`src/rtl/rxshift_if.sv`:
```
// rxshift_if: enable/baud/serial inputs and received-byte outputs shared between the
// register side (master) and the rxshift receiver (slave).
interface rxshift_if;
    localparam int unsigned DATA_W = 8;
    localparam int unsigned BAUD_W = 8;

    logic              i_Enable;
    logic [BAUD_W-1:0] i_Baud;
    logic              i_Rx_Serial;
    logic [DATA_W-1:0] o_Data;
    logic              o_Valid;
    logic              o_Frame_Err;
    logic              o_Parity_Err;
    logic              o_Busy;

    modport master (
        output i_Enable, i_Baud, i_Rx_Serial,
        input  o_Data, o_Valid, o_Frame_Err, o_Parity_Err, o_Busy
    );

    modport slave (
        input  i_Enable, i_Baud, i_Rx_Serial,
        output o_Data, o_Valid, o_Frame_Err, o_Parity_Err, o_Busy
    );
endinterface

```
`src/rtl/rxshift.sv`:
```
// rxshift: serial receiver; start detect, centre sampling at i_Baud clocks per bit, 8 data bits
// LSB first, stop check. Define RXSHIFT_PARITY_EN to add an even-parity bit before the stop bit.
module rxshift #(
    parameter int unsigned SYNC_STAGES = 2
) (
    input  logic     i_Pclk,
    input  logic     i_Reset,
    rxshift_if.slave bus
);
    localparam int unsigned DW = 8;
    localparam int unsigned CW = 8;
    localparam int unsigned XW = CW + 1;
    localparam int unsigned IW = 3;
    localparam int unsigned SW = 3;

    localparam logic [SW-1:0] S_IDLE   = 3'd0;
    localparam logic [SW-1:0] S_START  = 3'd1;
    localparam logic [SW-1:0] S_DATA   = 3'd2;
    localparam logic [SW-1:0] S_STOP   = 3'd3;
    localparam logic [SW-1:0] S_BREAK  = 3'd4;
`ifdef RXSHIFT_PARITY_EN
    localparam logic [SW-1:0] S_PARITY = 3'd5;
`endif

    logic [SYNC_STAGES-1:0] sync_q;
    logic                   rx_s;

    logic [SW-1:0] state_q, state_d;
    logic [CW-1:0] cnt_q,   cnt_d;
    logic [IW-1:0] idx_q,   idx_d;
    logic [DW-1:0] shreg_q, shreg_d;
    logic [CW-1:0] baud_q,  baud_d;
    logic [DW-1:0] data_q,  data_d;
    logic          valid_q, valid_d;
    logic          ferr_q,  ferr_d;
    logic          busy_q,  busy_d;
`ifdef RXSHIFT_PARITY_EN
    logic          par_q,   par_d;
    logic          perr_q,  perr_d;
`endif

    logic [CW-1:0] baud_in_c;
    logic [CW-1:0] half_c;
    logic          bit_end_c;

    // Metastability synchroniser; resets to the idle (high) line level
    always_ff @(posedge i_Pclk or posedge i_Reset) begin
        if (i_Reset) begin
            sync_q <= '1;
        end else begin
            sync_q <= {sync_q[SYNC_STAGES-2:0], bus.i_Rx_Serial};
        end
    end

    assign rx_s = sync_q[SYNC_STAGES-1];

    // Baud values 0 and 1 both mean one clock per bit
    assign baud_in_c = (bus.i_Baud < CW'(2)) ? CW'(1) : bus.i_Baud;
    assign half_c    = CW'((baud_q - CW'(1)) >> 1);
    // Widened compare keeps B-1 well defined at B=1
    assign bit_end_c = ({1'b0, cnt_q} == (XW'(baud_q) - XW'(1)));

    always_ff @(posedge i_Pclk or posedge i_Reset) begin
        if (i_Reset) begin
            state_q <= S_IDLE;
            cnt_q   <= '0;
            idx_q   <= '0;
            shreg_q <= '0;
            baud_q  <= CW'(1);
            data_q  <= '0;
            valid_q <= 1'b0;
            ferr_q  <= 1'b0;
            busy_q  <= 1'b0;
`ifdef RXSHIFT_PARITY_EN
            par_q   <= 1'b0;
            perr_q  <= 1'b0;
`endif
        end else begin
            state_q <= state_d;
            cnt_q   <= cnt_d;
            idx_q   <= idx_d;
            shreg_q <= shreg_d;
            baud_q  <= baud_d;
            data_q  <= data_d;
            valid_q <= valid_d;
            ferr_q  <= ferr_d;
            busy_q  <= busy_d;
`ifdef RXSHIFT_PARITY_EN
            par_q   <= par_d;
            perr_q  <= perr_d;
`endif
        end
    end

    // Next-state and registered-output logic
    always_comb begin
        state_d = state_q;
        cnt_d   = cnt_q;
        idx_d   = idx_q;
        shreg_d = shreg_q;
        baud_d  = baud_q;
        data_d  = data_q;
        valid_d = 1'b0;
        ferr_d  = 1'b0;
`ifdef RXSHIFT_PARITY_EN
        par_d   = par_q;
        perr_d  = 1'b0;
`endif

        if (!bus.i_Enable) begin
            state_d = S_IDLE;
            cnt_d   = '0;
            idx_d   = '0;
        end else begin
            case (state_q)
                S_IDLE: begin
                    if (!rx_s) begin
                        state_d = S_START;
                        cnt_d   = '0;
                        baud_d  = baud_in_c;
                    end
                end

                S_START: begin
                    if (cnt_q < half_c) begin
                        cnt_d = cnt_q + CW'(1);
                    end else if (rx_s) begin
                        state_d = S_IDLE;
                        cnt_d   = '0;
                    end else begin
                        state_d = S_DATA;
                        cnt_d   = '0;
                        idx_d   = '0;
                    end
                end

                S_DATA: begin
                    if (bit_end_c) begin
                        shreg_d[idx_q] = rx_s;
                        cnt_d          = '0;
                        idx_d          = idx_q + IW'(1);
                        if (idx_q == IW'(DW - 1)) begin
`ifdef RXSHIFT_PARITY_EN
                            state_d = S_PARITY;
`else
                            state_d = S_STOP;
`endif
                        end
                    end else begin
                        cnt_d = cnt_q + CW'(1);
                    end
                end

`ifdef RXSHIFT_PARITY_EN
                S_PARITY: begin
                    if (bit_end_c) begin
                        par_d   = rx_s;
                        cnt_d   = '0;
                        state_d = S_STOP;
                    end else begin
                        cnt_d = cnt_q + CW'(1);
                    end
                end
`endif

                S_STOP: begin
                    if (bit_end_c) begin
                        cnt_d = '0;
`ifdef RXSHIFT_PARITY_EN
                        perr_d = par_q ^ (^shreg_q);
`endif
                        if (rx_s) begin
                            data_d  = shreg_q;
                            valid_d = 1'b1;
                            state_d = S_IDLE;
                        end else begin
                            ferr_d  = 1'b1;
                            state_d = S_BREAK;
                        end
                    end else begin
                        cnt_d = cnt_q + CW'(1);
                    end
                end

                // Held-low line must return high before a new start is accepted
                S_BREAK: begin
                    if (rx_s) begin
                        state_d = S_IDLE;
                    end
                end

                default: begin
                    state_d = S_IDLE;
                    cnt_d   = '0;
                    idx_d   = '0;
                end
            endcase
        end

        busy_d = (state_d != S_IDLE);
    end

    assign bus.o_Data      = data_q;
    assign bus.o_Valid     = valid_q;
    assign bus.o_Frame_Err = ferr_q;
    assign bus.o_Busy      = busy_q;
`ifdef RXSHIFT_PARITY_EN
    assign bus.o_Parity_Err = perr_q;
`else
    assign bus.o_Parity_Err = 1'b0;
`endif

endmodule

```
`src/flat_wrapper.sv`:
```
// flat-port wrapper written by rule: the top's interface ports become plain ports
module rxshift_flat 
#(
    parameter int unsigned SYNC_STAGES = 2
)
  (i_Pclk, i_Reset, bus_i_Enable, bus_i_Baud, bus_i_Rx_Serial, bus_o_Data, bus_o_Valid, bus_o_Frame_Err, bus_o_Parity_Err, bus_o_Busy);
  rxshift_if bus_i ();
  input  logic i_Pclk;
  input  logic i_Reset;
  input wire logic [$bits(bus_i.i_Enable)-1:0] bus_i_Enable;
  input wire logic [$bits(bus_i.i_Baud)-1:0] bus_i_Baud;
  input wire logic [$bits(bus_i.i_Rx_Serial)-1:0] bus_i_Rx_Serial;
  output wire logic [$bits(bus_i.o_Data)-1:0] bus_o_Data;
  output wire logic [$bits(bus_i.o_Valid)-1:0] bus_o_Valid;
  output wire logic [$bits(bus_i.o_Frame_Err)-1:0] bus_o_Frame_Err;
  output wire logic [$bits(bus_i.o_Parity_Err)-1:0] bus_o_Parity_Err;
  output wire logic [$bits(bus_i.o_Busy)-1:0] bus_o_Busy;
  assign bus_i.i_Enable = bus_i_Enable;
  assign bus_i.i_Baud = bus_i_Baud;
  assign bus_i.i_Rx_Serial = bus_i_Rx_Serial;
  assign bus_o_Data = bus_i.o_Data;
  assign bus_o_Valid = bus_i.o_Valid;
  assign bus_o_Frame_Err = bus_i.o_Frame_Err;
  assign bus_o_Parity_Err = bus_i.o_Parity_Err;
  assign bus_o_Busy = bus_i.o_Busy;
  rxshift #(.SYNC_STAGES(SYNC_STAGES)) u_core (.i_Pclk(i_Pclk), .i_Reset(i_Reset), .bus(bus_i));
endmodule
```
`config.mk`:
```
export PLATFORM = sky130hd
export DESIGN_NAME = rxshift_flat
export DESIGN_NICKNAME = d
export VERILOG_FILES = /design/src/rtl/rxshift_if.sv /design/src/rtl/rxshift.sv /design/src/flat_wrapper.sv
export SDC_FILE = /design/constraint.sdc
export NUM_CORES = 1
export LEC_CHECK = 0
export BUFFER_PORTS_ARGS = -buffer_cell sky130_fd_sc_hd__buf_2
export CAP_MARGIN = 10
export CORE_UTILIZATION = 48
export DETAILED_ROUTE_END_ITERATION = 16
export HOLD_SLACK_MARGIN = 0.06
export PLACE_DENSITY = 0.65
export RECOVER_POWER = 100
export SLEW_MARGIN = 10
export SYNTH_ARGS = -nofsm -noshare
export SYNTH_HDL_FRONTEND = slang
export SYNTH_SLANG_ARGS = --single-unit
```
`constraint.sdc`:
```
create_clock -name i_Pclk -period 4.5 [get_ports i_Pclk]
set_input_delay 0.9 -clock i_Pclk [delete_from_list [all_inputs] [get_ports i_Pclk]]
set_output_delay 0.9 -clock i_Pclk [all_outputs]
set_load 0.005 [all_outputs]
```
# --- Word level (Yosys, flattened, before mapping) ---
# Index checks and enable logic that the tools add are counted.
classes:
  reduce_logical: 10
  eq_ne: 12
  order_cmp: 4
  n_div: 0
  n_mux: 32
  n_mul: 0
  n_bitwise: 1
  n_shift: 0
  add_sub_neg: 4
op_table:
  columns: ["op", "n"]
  rows:
  - ["$mux W8", 5]
  - ["$mux W3", 12]
  - ["$pmux W8 S4", 1]
  - ["$pmux W3 S5", 1]
  - ["$eq A8 B9 Y1", 1]
  - ["$mux W1", 9]
  - ["$ne A3 B3 Y1 const B", 3]
  - ["$pmux W3 S3", 1]
  - ["$sub A8 B1 Y9 const B", 1]
  - ["$add A8 B1 Y8 const B", 1]
  - ["$bwmux W8", 1]
  - ["$lt A8 B2 Y1 const B", 1]
  - ["$lt A8 B7 Y1", 1]
  - ["$reduce_and A4 Y1", 2]
  - ["$sub A8 B1 Y8 const B", 1]
  - ["$eq A3 B2 Y1 const B", 2]
  - ["$eq A3 B3 Y1 const B", 2]
  - ["$reduce_and A3 Y1", 2]
  - ["$lt A3 B4 Y1 const B", 1]
  - ["$ne A2 B2 Y1 const B", 2]
  - ["$add A3 B1 Y3 const B", 1]
  - ["$demux W1 S3", 1]
  - ["$eq A3 B1 Y1 const B", 1]
  - ["$ge A3 B1 Y1 const B", 1]
  - ["other kinds (9)", 9]
word_totals:
  ff_bits: 43
  word_cells: 73
  latch_bits: 0
  n_memories: 0
  ram_bits: 0
  output_inout_bits: 12
  romBits: 0

# --- Longest topological paths before layout ---
# Gate-level depths: netlist of the first run.
depth:
  word_depth: 6
  ltp_mapped: 12
  mapped_depth_nobuf: 11

# --- Worst setup path after synthesis of the first run ---
# Ideal clock, no wire load.
synth_path:
  kind: "register to register"
  startpoint: "reg u_core.baud_q[2]"
  endpoint: "reg u_core.busy_q, in the netlist u_core.bus.o_Busy"
  t_required_ns: 4.368
  setup_slack_ns: 1.373
  stages_incl_launch_ff: 11
  arrival_ns: 2.995
  path_cell_list: "dfrtp_1 > or3_4 > or4_4 > xor2_1 > ha_1 > nand3_1 > a211o_1 > nand3_1 > nand3_1 > mux2_1 > or3b_1"
synth_via:
  elab_chain_len: 6
  elab_cells_between_ends: 10
  cone_classes: "add/sub: 2; order compare: 1; eq/ne: 1; mux: 5; reduce/logical: 1"
synth_lines:
  columns: ["element", "line", "source"]
  rows:
  - ["from (decl)", "rxshift.sv:32", "logic [CW-1:0] baud_q, baud_d;"]
  - ["from (signal assigned)", "rxshift.sv:83", "baud_q <= baud_d;"]
  - ["$sub A8 B1 Y8 / $sub A8 B1 Y9 (equally long branches)", "rxshift.sv:59, rxshift.sv:61", null]
  - ["$lt A8 B7 Y1 / $eq A8 B9 Y1 (equally long branches)", "rxshift.sv:125, rxshift.sv:61", null]
  - ["$mux W3, on equally long branches", "rxshift.sv:125, rxshift.sv:138, rxshift.sv:167", null]
  - ["$pmux W3 S5 (*)", "rxshift.sv:115", "case (state_q)"]
  - ["$mux W3 (*)", "rxshift.sv:110", "if (!bus.i_Enable) begin"]
  - ["via u_core.state_d[0]", "rxshift.sv:28", "logic [SW-1:0] state_q, state_d;"]
  - ["$reduce_bool A3 Y1 (*)", "rxshift.sv:200", "busy_d = (state_d != S_IDLE);"]
  - ["via u_core.busy_d", "rxshift.sv:36", "logic busy_q, busy_d;"]
  - ["to (signal assigned)", "rxshift.sv:87", "busy_q <= busy_d;"]
  - ["to (decl)", "rxshift.sv:36", null]
# Mark *: on every way through the listed nets, which the timed path passes. The rest lies on a longest branch.
# A chain may end at the register's enable or synchronous reset.

# --- Worst setup path after layout of the first run ---
layout_path:
  startpoint: "reg u_core.baud_q[2]"
  endpoint: "reg u_core.data_q[0], in the netlist u_core.bus.o_Data[0]"
layout_via:
  elab_chain_len: 3
layout_lines:
  columns: ["element", "line", "source"]
  rows:
  - ["$sub A8 B1 Y9", "rxshift.sv:61", "assign bit_end_c = ({1'b0, cnt_q} == (XW'(baud_q) - XW'(1)));"]
  - ["$eq A8 B9 Y1", "rxshift.sv:61", null]
  - ["$reduce_and A4 Y1 (no source line)", null, null]
  - ["to (signal assigned)", "rxshift.sv:84", "data_q <= data_d;"]
  - ["to (decl)", "rxshift.sv:33", "logic [DW-1:0] data_q, data_d;"]
# Every way passes these cells.

==> results of run 1 <==
## sequential cells by signal, summed over array words and instances, names as in the netlist
name	count
u_core.baud_q	8
u_core.bus.o_Busy	1
u_core.bus.o_Data	8
u_core.bus.o_Frame_Err	1
u_core.bus.o_Valid	1
u_core.cnt_q	8
u_core.idx_q	3
u_core.shreg_q	8
u_core.state_q	3
u_core.sync_q	2
## layer usage
| metal | track usage, % | part of all wire [%] | up-vias |
|---|---|---|---|
| met3 | 4.20 | 4.2 | 6 |
| met4 | 6.84 | 1.6 | 0 |
| met1 | 28.2 | 52 | 865 |
| met2 | 29.6 | 42 | 40 |
| met5 | 0 | 0 | - |
| li1 | - | - | 894 |
## power by group through the flow
stage                     Clock [uW]  Combinational (uW)  Sequential (uW)
after floorplan                    0                 186              462
after global placement             0                 222              476
after detailed placement           0                 224              475
after CTS                        275                 226              468
after global routing             287                 248              475
final                            263                 220              467
## stage by stage
stage          setup slack, ns  cells  util [%]
6_report                 0.914    327      55.9
5_1_grt                  0.566    327      55.9
4_1_cts                   1.11    327      56.9
3_5_place_dp              1.14    319      54.8
3_3_place_gp              1.22    319      54.8
2_1_floorplan             1.37    235         -
## cells in the mapped netlist, drive strengths merged, types with 3 or more instances
master	number	area (um^2)
dfrtp	40	1000
mux2	24	270
nand2	16	60.1
nor2	13	56.3
xnor2	13	121
ha	10	125
nand3	10	50.1
inv	8	30.0
nand2b	8	50.1
nor3	8	40.0
nor4	8	56.3
o21ai	7	35.0
nor2b	6	37.5
and3	5	31.3
xor2	5	43.8
buf	4	23.8
nand4	4	25.0
a211o	3	26.3
a21oi	3	15.0
a22o	3	26.3
clkbuf	3	11.3
dfstp	3	78.8
## cell families (layout without fill, tap and decap cells)
family,count (synthesis),after routing,share of synthesized area [%]
flip-flops,43,43,43.5
buffers and inverters,15,40,2.62
multiplexers,26,26,11.7
AO/OA/AOI/OAI,29,29,8.26
XOR/XNOR,19,19,7.56
other,1,1,0.151
AND/OR/NAND/NOR,92,92,21.2
adder cells (fa/ha/maj),10,10,5.04
## worst max-delay path, cell delays in order (launching register included)
cell and delay (ns):
dfrtp_1 0.45, or3_1 0.43, or4_1 0.56, xnor2_2 0.19, nand4_1 0.59, nor2_1 0.85, mux2_1 0.38
## worst max-delay path by stage
stage / startpoint / endpoint / depth (start not counted)
finish: u_core.baud_q[2] / u_core.bus.o_Data[0] / 6
global route: u_core.baud_q[2] / u_core.cnt_q[2] / 10
CTS: u_core.baud_q[2] / u_core.cnt_q[2] / 10
detailed placement: u_core.baud_q[2] / u_core.cnt_q[2] / 10
global placement: u_core.baud_q[2] / u_core.cnt_q[2] / 10
floorplan: u_core.baud_q[2] / u_core.bus.o_Busy / 10
## cell type report
| cell class | instances | area, um^2 | area share, % |
|---|---|---|---|
| Timing Repair Buffer | 24 | 106 | 3.93 |
| Inverter | 8 | 30.0 | 1.11 |
| Sequential cell | 43 | 1080 | 39.9 |
| Tap cell | 67 | 83.8 | 3.09 |
| Clock buffer | 6 | 82.6 | 3.05 |
| Clock inverter | 2 | 16.3 | 0.600 |
| Multi-Input combinational cell | 177 | 1310 | 48.4 |
==> flow_summary.json, run 1 <==
{
  "end_kind": "register",
  "drt_first_pass_iters": 4,
  "powerDensity_mw_per_mm2": 351,
  "cts_root_buf": "clkbuf_8",
  "fp-row-count": 25,
  "ir_worst_vdd_v": 0.000267,
  "finalHoldViolCount": 0,
  "drt-wirelength-per-cell_um": 13.9,
  "max_cap_violations": 1,
  "min_from": "u_core.sync_q[0]",
  "reg2reg_depth": 6,
  "violations": "max-capacitance violations, max-slew violations",
  "ctsResizeCount": 0,
  "outcome": "finished, violations left",
  "gr-total-overflow": 0,
  "max_freq_ghz": 0.279,
  "coreArea_mm2": 0.00485,
  "num_vias": 1805,
  "ys_ff_latch": 43,
  "dieWidth_um": 73.9,
  "critPathKind": "reg2reg",
  "synth_cells": 235,
  "clkPwrFrac_pct": 27.7,
  "placed_cell_area_mm2": 0.00266,
  "power_frac_comb_pct": 23.1,
  "cts_buffer_depth": 2,
  "power.share.sequential_pct": 49.2,
  "port_buffers": 22,
  "min_to": "u_core.sync_q[1]",
  "min_path_type": "reg2reg",
  "min_period_over_period_pct": 79.7,
  "grt_usage_pct": 19.7,
  "p_leak_uw": 0.00122,
  "whs_ns": 0.360,
  "cts_hold_buf": 0,
  "grt_pass1_wl_um": 8020,
  "timing.rr.end": "u_core.bus.o_Data[0]",
  "antenna_found_initial": 0,
  "cts_num_sinks": 43,
  "final-max-slew-violation-count": 44,
  "fin_area_mm2": 0.00271,
  "cts_buffers": 5,
  "cts_tree": "yes",
  "worstPathRequired_ns": 4.68,
  "ys_warn_count": 0,
  "area_growth_pct": 9.07,
  "insertedDiodeCount": 0,
  "tns_ns": 0,
  "routed_via_density": 5.52,
  "grt_max_degree": 44,
  "seq_area_frac_synth_pct": 43.5,
  "syn-num-nets": 257,
  "period_needed_ns": 3.59,
  "r2r_slack_ns": 0.91,
  "ant_nets": 0,
  "min_path_cells": 0,
  "p_total_uw": 951,
  "start_util_pct": 51.2,
  "routed_wl_um": 4540,
  "nFillCells": 460,
  "crit_fanout": 16,
  "fin_skew_ns": 0.00426,
  "power.internal_uw": 653,
  "r2r-start": "u_core.baud_q[2]",
  "worst_setup_path_start_kind": "register",
  "layout-drive-gt1-share_pct": 12.7,
  "drt_iter0_markers": 106,
  "arrival_ns": 3.77,
  "drc": 0,
  "yosysUniqueCellTypes": 52,
  "dieHeight_um": 73.9,
  "dp_hpwl_um": 3300,
  "avgSynthCellArea_um2": 10.6,
  "post-cts-setup-buffer-count": 0,
  "pin_count": 24,
  "finalSetupViolCount": 0,
  "synth_edf_count": 0,
  "synth_area_mm2": 0.00248,
  "path_clk_slew_ns": 0.08,
  "h-tree-depth": 2,
  "gp_congestion": 0.853,
  "async_flop_share_pct": 100,
  "layout_common_cells": "40 x dfrtp_1, 17 x mux2_1, 16 x nand2_1",
  "slew_headroom_pct": -47.0,
  "grt_pass1_vias": 1700,
  "nets": 281,
  "worstMarginPinSlew_ns": 2.21,
  "dieArea_mm2": 0.00547,
  "grt_setup_unrepaired": "no",
  "final_common_cell": "dfrtp_1",
  "switching_power_uw": 298,
  "p_sw_share_pct": 31.3,
  "synth_flop_cell": "dfrtp_1",
  "insertion_delay_ns": 0.30
}
(Power assumes the default switching activity.)
==> inputs of run 2 (changes only) <==
--- a/config.mk
+++ b/config.mk
@@ -5,6 +5,7 @@
 export SDC_FILE = /design/constraint.sdc
 export NUM_CORES = 1
 export LEC_CHECK = 0
+export ABC_AREA = 1
 export BUFFER_PORTS_ARGS = -buffer_cell sky130_fd_sc_hd__buf_2
 export CAP_MARGIN = 10
 export CORE_UTILIZATION = 48
==> constraint.sdc (replaced) <==
create_clock -name i_Pclk -period 3.5 [get_ports i_Pclk]
set_input_delay 0.7 -clock i_Pclk [delete_from_list [all_inputs] [get_ports i_Pclk]]
set_output_delay 0.7 -clock i_Pclk [all_outputs]
set_load 0.005 [all_outputs]
==> flow_summary.json, run 2 <==
{
  "outcome": "completed",
  "cp_top_family": "simple AND/OR/NAND/NOR gates",
  "fp-row-count": 26,
  "layout.cells.non_filler": 470,
  "critPathBufInv": 2,
  "worst_setup_path_start_kind": "register",
  "coreArea_mm2": 0.00524,
  "area_growth_pct": 8.35,
  "power.internal_uw": 816,
  "grt_pass1_vias": 2113,
  "finalHoldViolCount": 0,
  "grt_usage_pct": 20.0,
  "ys_ff_latch": 43,
  "synth.largest_area_cell": "dfrtp_1",
  "slew_headroom_pct": 10.4,
  "insertedDiodeCount": 0,
  "critPathKind": "reg2reg",
  "powerDensity_mw_per_mm2": 409,
  "start_util_pct": 51.2,
  "worstPathRequired_ns": 3.69,
  "ys_warn_count": 0,
  "switching_power_uw": 372,
  "drc": 0,
  "drt_first_pass_iters": 4,
  "power_frac_comb_pct": 21.5,
  "layout_setup_ws_ns": 0.908,
  "dieWidth_um": 76.7,
  "synth_area_mm2": 0.00268,
  "place_inst": 462,
  "dp_hpwl_um": 3950,
  "synth_cells": 374,
  "drt_iter0_markers": 158,
  "h-tree-depth": 2,
  "grt_setup_unrepaired": "no",
  "cts_buffer_depth": 2,
  "min_path_type": "reg2reg",
  "min_period_over_period_pct": 74.1,
  "dieArea_mm2": 0.00589,
  "power.share.sequential_pct": 46.0,
  "clkPwrFrac_pct": 32.5,
  "gp_congestion": 0.864,
  "p_leak_uw": 0.00159,
  "synth_common_cells": "106 x nand2_1, 61 x inv_1, 41 x nand3_1",
  "cts_tree": "yes",
  "routed_wl_um": 5240,
  "p_sw_share_pct": 31.3,
  "placed_cell_area_mm2": 0.00286,
  "cts_hold_buf": 0,
  "max_cap_violations": 0,
  "async_flop_share_pct": 100,
  "path_cells": "inv_1 -> ha_1 -> inv_1 -> nand2_1 -> nand2_1 -> nor2_1 -> nand3_1 -> nor2_1 -> nand2_1 -> nor2_1 -> nand2_1 -> nand2_1 -> nand3_1 -> nand3_1 -> nand2_1",
  "seq_area_frac_synth_pct": 40.3,
  "cts_root_buf": "clkbuf_8",
  "final_common_cell": "nand2_1",
  "fin_area_mm2": 0.00291,
  "crit_fanout": 8,
  "tns_ns": 0,
  "synth_edf_count": 0,
  "max_freq_ghz": 0.386,
  "final-max-slew-violation-count": 0,
  "path_clk_slew_ns": 0.08,
  "gr-total-overflow": 0,
  "routed_via_density": 4.89,
  "num_vias": 2296,
  "layout_common_cells": "108 x nand2_1, 61 x inv_1, 42 x nand3_1",
  "dieHeight_um": 76.7,
  "yosysUniqueCellTypes": 29,
  "max_stage_delay_ns": 0.54,
  "ys_top_cells_by_area": "dfrtp_1 37%, nand2_1 15%, inv_1 8.5%",
  "cts_num_sinks": 43,
  "arrival_ns": 2.78,
  "port_buffers": 22,
  "synth_flop_cell": "dfrtp_1",
  "drt-wirelength-per-cell_um": 11.1,
  "grt_pass1_wl_um": 9360,
  "insertion_delay_ns": 0.30,
  "dp_slack_ns": 1.17,
  "finalSetupViolCount": 0,
  "period_needed_ns": 2.59,
  "worstMarginPinSlew_ns": 1.34,
  "ir_worst_vdd_v": 0.000226,
  "ant_nets": 0,
  "avgSynthCellArea_um2": 7.17,
  "grt_max_degree": 27,
  "ctsResizeCount": 0,
  "synth_top_area_share_pct": 37.3,
  "nets": 421,
  "yosysMostFrequentCell": "nand2_1",
  "cpMostUsedCell": "nand2_1",
  "end_kind": "register",
  "layout-drive-gt1-share_pct": 10.8,
  "whs_ns": 0.357,
  "cp_slowest_cell": "dfstp_1",
  "cts_buffers": 5,
  "pin_count": 24,
  "antenna_found_initial": 0,
  "syn-num-nets": 396,
  "post-cts-setup-buffer-count": 0,
  "fin_skew_ns": 0.00571
}
==> run 2: cell count changes in the layout (fill, tap and decap cells not counted), sizes merged, moves of 5 or more <==
cell and delta:
and3 -5, buf +6, clkbuf -7, inv +56, mux2 -24, nand2 +96, nand2b -8, nand3 +33
nor2 +22, nor2b -6, nor4 -8, o21ai +22, xnor2 -13
==> run 2: final timing paths <==
path / from / endpoint / slack [ns] / depth (start not counted)
max: u_core.baud_q[0] / u_core.cnt_q[4] / 0.91 / 15
min: u_core.sync_q[0] / u_core.sync_q[1] / 0.36 / 0
max reg2reg: u_core.baud_q[0] / u_core.cnt_q[4] / 0.91 / 15
min reg2reg: u_core.sync_q[0] / u_core.sync_q[1] / 0.36 / 0
max in group asynchronous: i_Reset / u_core.bus.o_Frame_Err / 1.49 / 3
min in group asynchronous: i_Reset / u_core.baud_q[1] / 0.41 / 2
==> run 2: worst register-to-register path, stage by stage, from the launching register on <==
cell and delay (ns):
dfstp_1 0.54, inv_1 0.12, ha_1 0.35, inv_1 0.05, nand2_1 0.05, nand2_1 0.05
nor2_1 0.11, nand3_1 0.11, nor2_1 0.10, nand2_1 0.06, nor2_1 0.17, nand2_1 0.15
nand2_1 0.16, nand3_1 0.26, nand3_1 0.15, nand2_1 0.06
==> run 2: layer usage <==
layer	GRT usage [%]	wire, um
met1	28.3	2770
met2	30.9	2210
met3	3.69	198
met4	5.77	57
met5	0	0
==> run 2: cell type report <==
cell class	count	area, um^2
Tap cell	70	87.6
Multi-Input combinational cell	259	1260
Sequential cell	43	1080
Timing Repair Buffer	24	116
Clock buffer	5	68.8
Fill cell	526	2330
Clock inverter	3	43.8
Inverter	66	249
==> run 2: stage by stage <==
stage / total power [uW] / util (%)
6_report: 1190 / 55.5
5_1_grt: 1270 / 55.5
4_1_cts: 1210 / 56.7
3_5_place_dp: 818 / 54.6
3_3_place_gp: 814 / 54.6
2_1_floorplan: 760 / -
==> run 2: cells by family (layout without fill, tap and decap cells) <==
group | Yosys count | count (layout) | share of synthesized area [%]
AND/OR/NAND/NOR | 207 | 207 | 34.5
buffers and inverters | 72 | 98 | 10.7
flip-flops | 43 | 43 | 40.3
AO/OA/AOI/OAI | 35 | 35 | 7.75
adder cells (fa/ha/maj) | 10 | 10 | 4.67
XOR/XNOR | 6 | 6 | 1.96
other | 1 | 1 | 0.140
==> run 2: power by group through the flow <==
stage,Sequential [uW],Combinational (uW),Clock (uW)
finish,546,256,386
global route,550,299,417
CTS,547,264,398
detailed placement,555,263,0
global placement,557,257,0
floorplan,549,211,0
==> inputs of run 3 (changes only) <==
==> constraint.sdc (replaced) <==
create_clock -name i_Pclk -period 2.4 [get_ports i_Pclk]
set_input_delay 0.48 -clock i_Pclk [delete_from_list [all_inputs] [get_ports i_Pclk]]
set_output_delay 0.48 -clock i_Pclk [all_outputs]
set_load 0.005 [all_outputs]
==> flow_summary.json, run 3 (synthesis gave the netlist of run 2 again) <==
{
  "drt_iter0_markers": 133,
  "drc": 0,
  "dieArea_mm2": 0.00589,
  "nets": 426,
  "cts_root_buf": "clkbuf_8",
  "critPathKind": "reg2reg",
  "pin_count": 24,
  "drt-wirelength-per-cell_um": 11.1,
  "max_cap_violations": 0,
  "ir_worst_vdd_v": 0.000357,
  "cts_buffers": 5,
  "gp_congestion": 0.877,
  "insertedDiodeCount": 0,
  "worst_setup_path_start_kind": "register",
  "cts_buffer_depth": 2,
  "finalSetupViolCount": 0,
  "grt_pass1_vias": 2108,
  "layout-drive-gt1-share_pct": 15.8,
  "dieWidth_um": 76.7,
  "dieHeight_um": 76.7,
  "layout_common_cells": "106 x nand2_1, 60 x inv_1, 41 x nand3_1",
  "routed_wl_um": 5280,
  "max_freq_ghz": 0.454,
  "max_stage_delay_ns": 0.54,
  "insertion_delay_ns": 0.29,
  "outcome": "completed",
  "antenna_found_initial": 0,
  "cts_tree": "yes",
  "grt_max_degree": 26,
  "crit_fanout": 4,
  "path_cells": "inv_2 -> ha_4 -> inv_1 -> nand2_1 -> nand2_1 -> nor2_2 -> nand3_1 -> nor2_1 -> nand2_1 -> nor2_4 -> nand2_4 -> nand2_2 -> nand2_1 -> o21ai_2 -> nand2_1",
  "port_buffers": 22,
  "cts_num_sinks": 43,
  "cp_top_family": "simple AND/OR/NAND/NOR gates",
  "drt_first_pass_iters": 4,
  "cp_slowest_cell": "dfstp_2",
  "p_total_uw": 1640,
  "cts_hold_buf": 0,
  "powerDensity_mw_per_mm2": 547,
  "nFillCells": 495,
  "gr-total-overflow": 0,
  "min_period_over_period_pct": 91.7,
  "finalHoldViolCount": 0,
  "ant_nets": 0,
  "fin_skew_ns": 0.00274,
  "area_growth_pct": 11.7,
  "coreArea_mm2": 0.00524,
  "worstMarginPinSlew_ns": 1.28,
  "place_inst": 467,
  "path_clk_slew_ns": 0.07,
  "worstPathRequired_ns": 2.57,
  "cpMostUsedCell": "nand2_1",
  "h-tree-depth": 2,
  "fin_area_mm2": 0.00300,
  "slew_headroom_pct": 14.6,
  "dp_hpwl_um": 4090,
  "arrival_ns": 2.37,
  "num_vias": 2281,
  "grt_usage_pct": 19.7,
  "fp-row-count": 26,
  "critPathBufInv": 2,
  "routed_via_density": 4.80,
  "final-max-slew-violation-count": 0,
  "start_util_pct": 51.2,
  "end_kind": "register",
  "final_common_cell": "nand2_1",
  "p_leak_uw": 0.00164,
  "min_path_type": "in2reg",
  "period_needed_ns": 2.20,
  "placed_cell_area_mm2": 0.00290,
  "layout.cells.non_filler": 475,
  "grt_pass1_wl_um": 9250
}
-- run 3: cell types whose count changed in the layout (fill, tap and decap cells not counted), sizes merged --
cell / delta
buf: +4
bufinv: -1
clkbuf: +3
clkinv: -1
clkinvlp: -1
inv: +1
-- run 3: final cells by class --
type / instances / area [um^2] / share of cell area, %
clock inverter: 1 / 5.00 / 0.167
multi-input combinational: 259 / 1350 / 44.9
clock buffer: 7 / 76.3 / 2.55
timing repair buffer: 29 / 150 / 5.01
tap: 70 / 87.6 / 2.92
inverter: 66 / 250 / 8.35
sequential: 43 / 1080 / 36.0
-- run 3: per-layer routing --
metal	track usage (%)	routed length (um)	share of wire, %	up-vias
met3	3.69	204	3.9	4
met2	29.3	2150	41	33
li1	-	-	-	1235
met1	28.8	2870	54	1009
met4	5.77	56	1.1	0
met5	0	0	0	-
-- run 3: final timing paths --
| path | startpoint | to | slack (ns) | depth (start not counted) |
|---|---|---|---|---|
| setup / recovery | u_core.baud_q[0] | u_core.bus.o_Busy | 0.20 | 15 |
| hold / removal | bus_i_Rx_Serial | u_core.sync_q[0] | 0.29 | 1 |
| setup reg to reg | u_core.baud_q[0] | u_core.bus.o_Busy | 0.20 | 15 |
| hold reg to reg | u_core.sync_q[0] | u_core.sync_q[1] | 0.36 | 0 |
| max in group asynchronous | i_Reset | u_core.idx_q[2] | 1.04 | 3 |
| min in group asynchronous | i_Reset | u_core.baud_q[2] | 0.46 | 3 |
-- run 3: through the flow --
step / util [%] / hold slack (ns) / TNS (ns) / worst slack [ns]
2_1_floorplan: - / 0.345 / 0 / 0.202
3_3_place_gp: 55.3 / 0.345 / 0 / 0.156
3_5_place_dp: 55.3 / 0.347 / 0 / 0.0891
4_1_cts: 56.8 / 0.198 / 0 / 0.0867
5_1_grt: 57.2 / 0.268 / -0.0125 / -0.0125
6_report: 57.2 / 0.288 / 0 / 0.198
-- run 3: power by group --
group	total, uW	switching (uW)	internal, uW
sequential	803	43.4	759
combinational	410	266	144
clock	426	222	204
total	1640	531	1110
-- run 3: timing repair --
| item | 4_1_cts | 5_1_grt |
|---|---|---|
| resized for setup | 0 | 12 |
| endpoints found under the setup margin | 0 | 29 |
| endpoints found under the hold margin | 0 | 0 |
| buffers inserted | 0 | 0 |
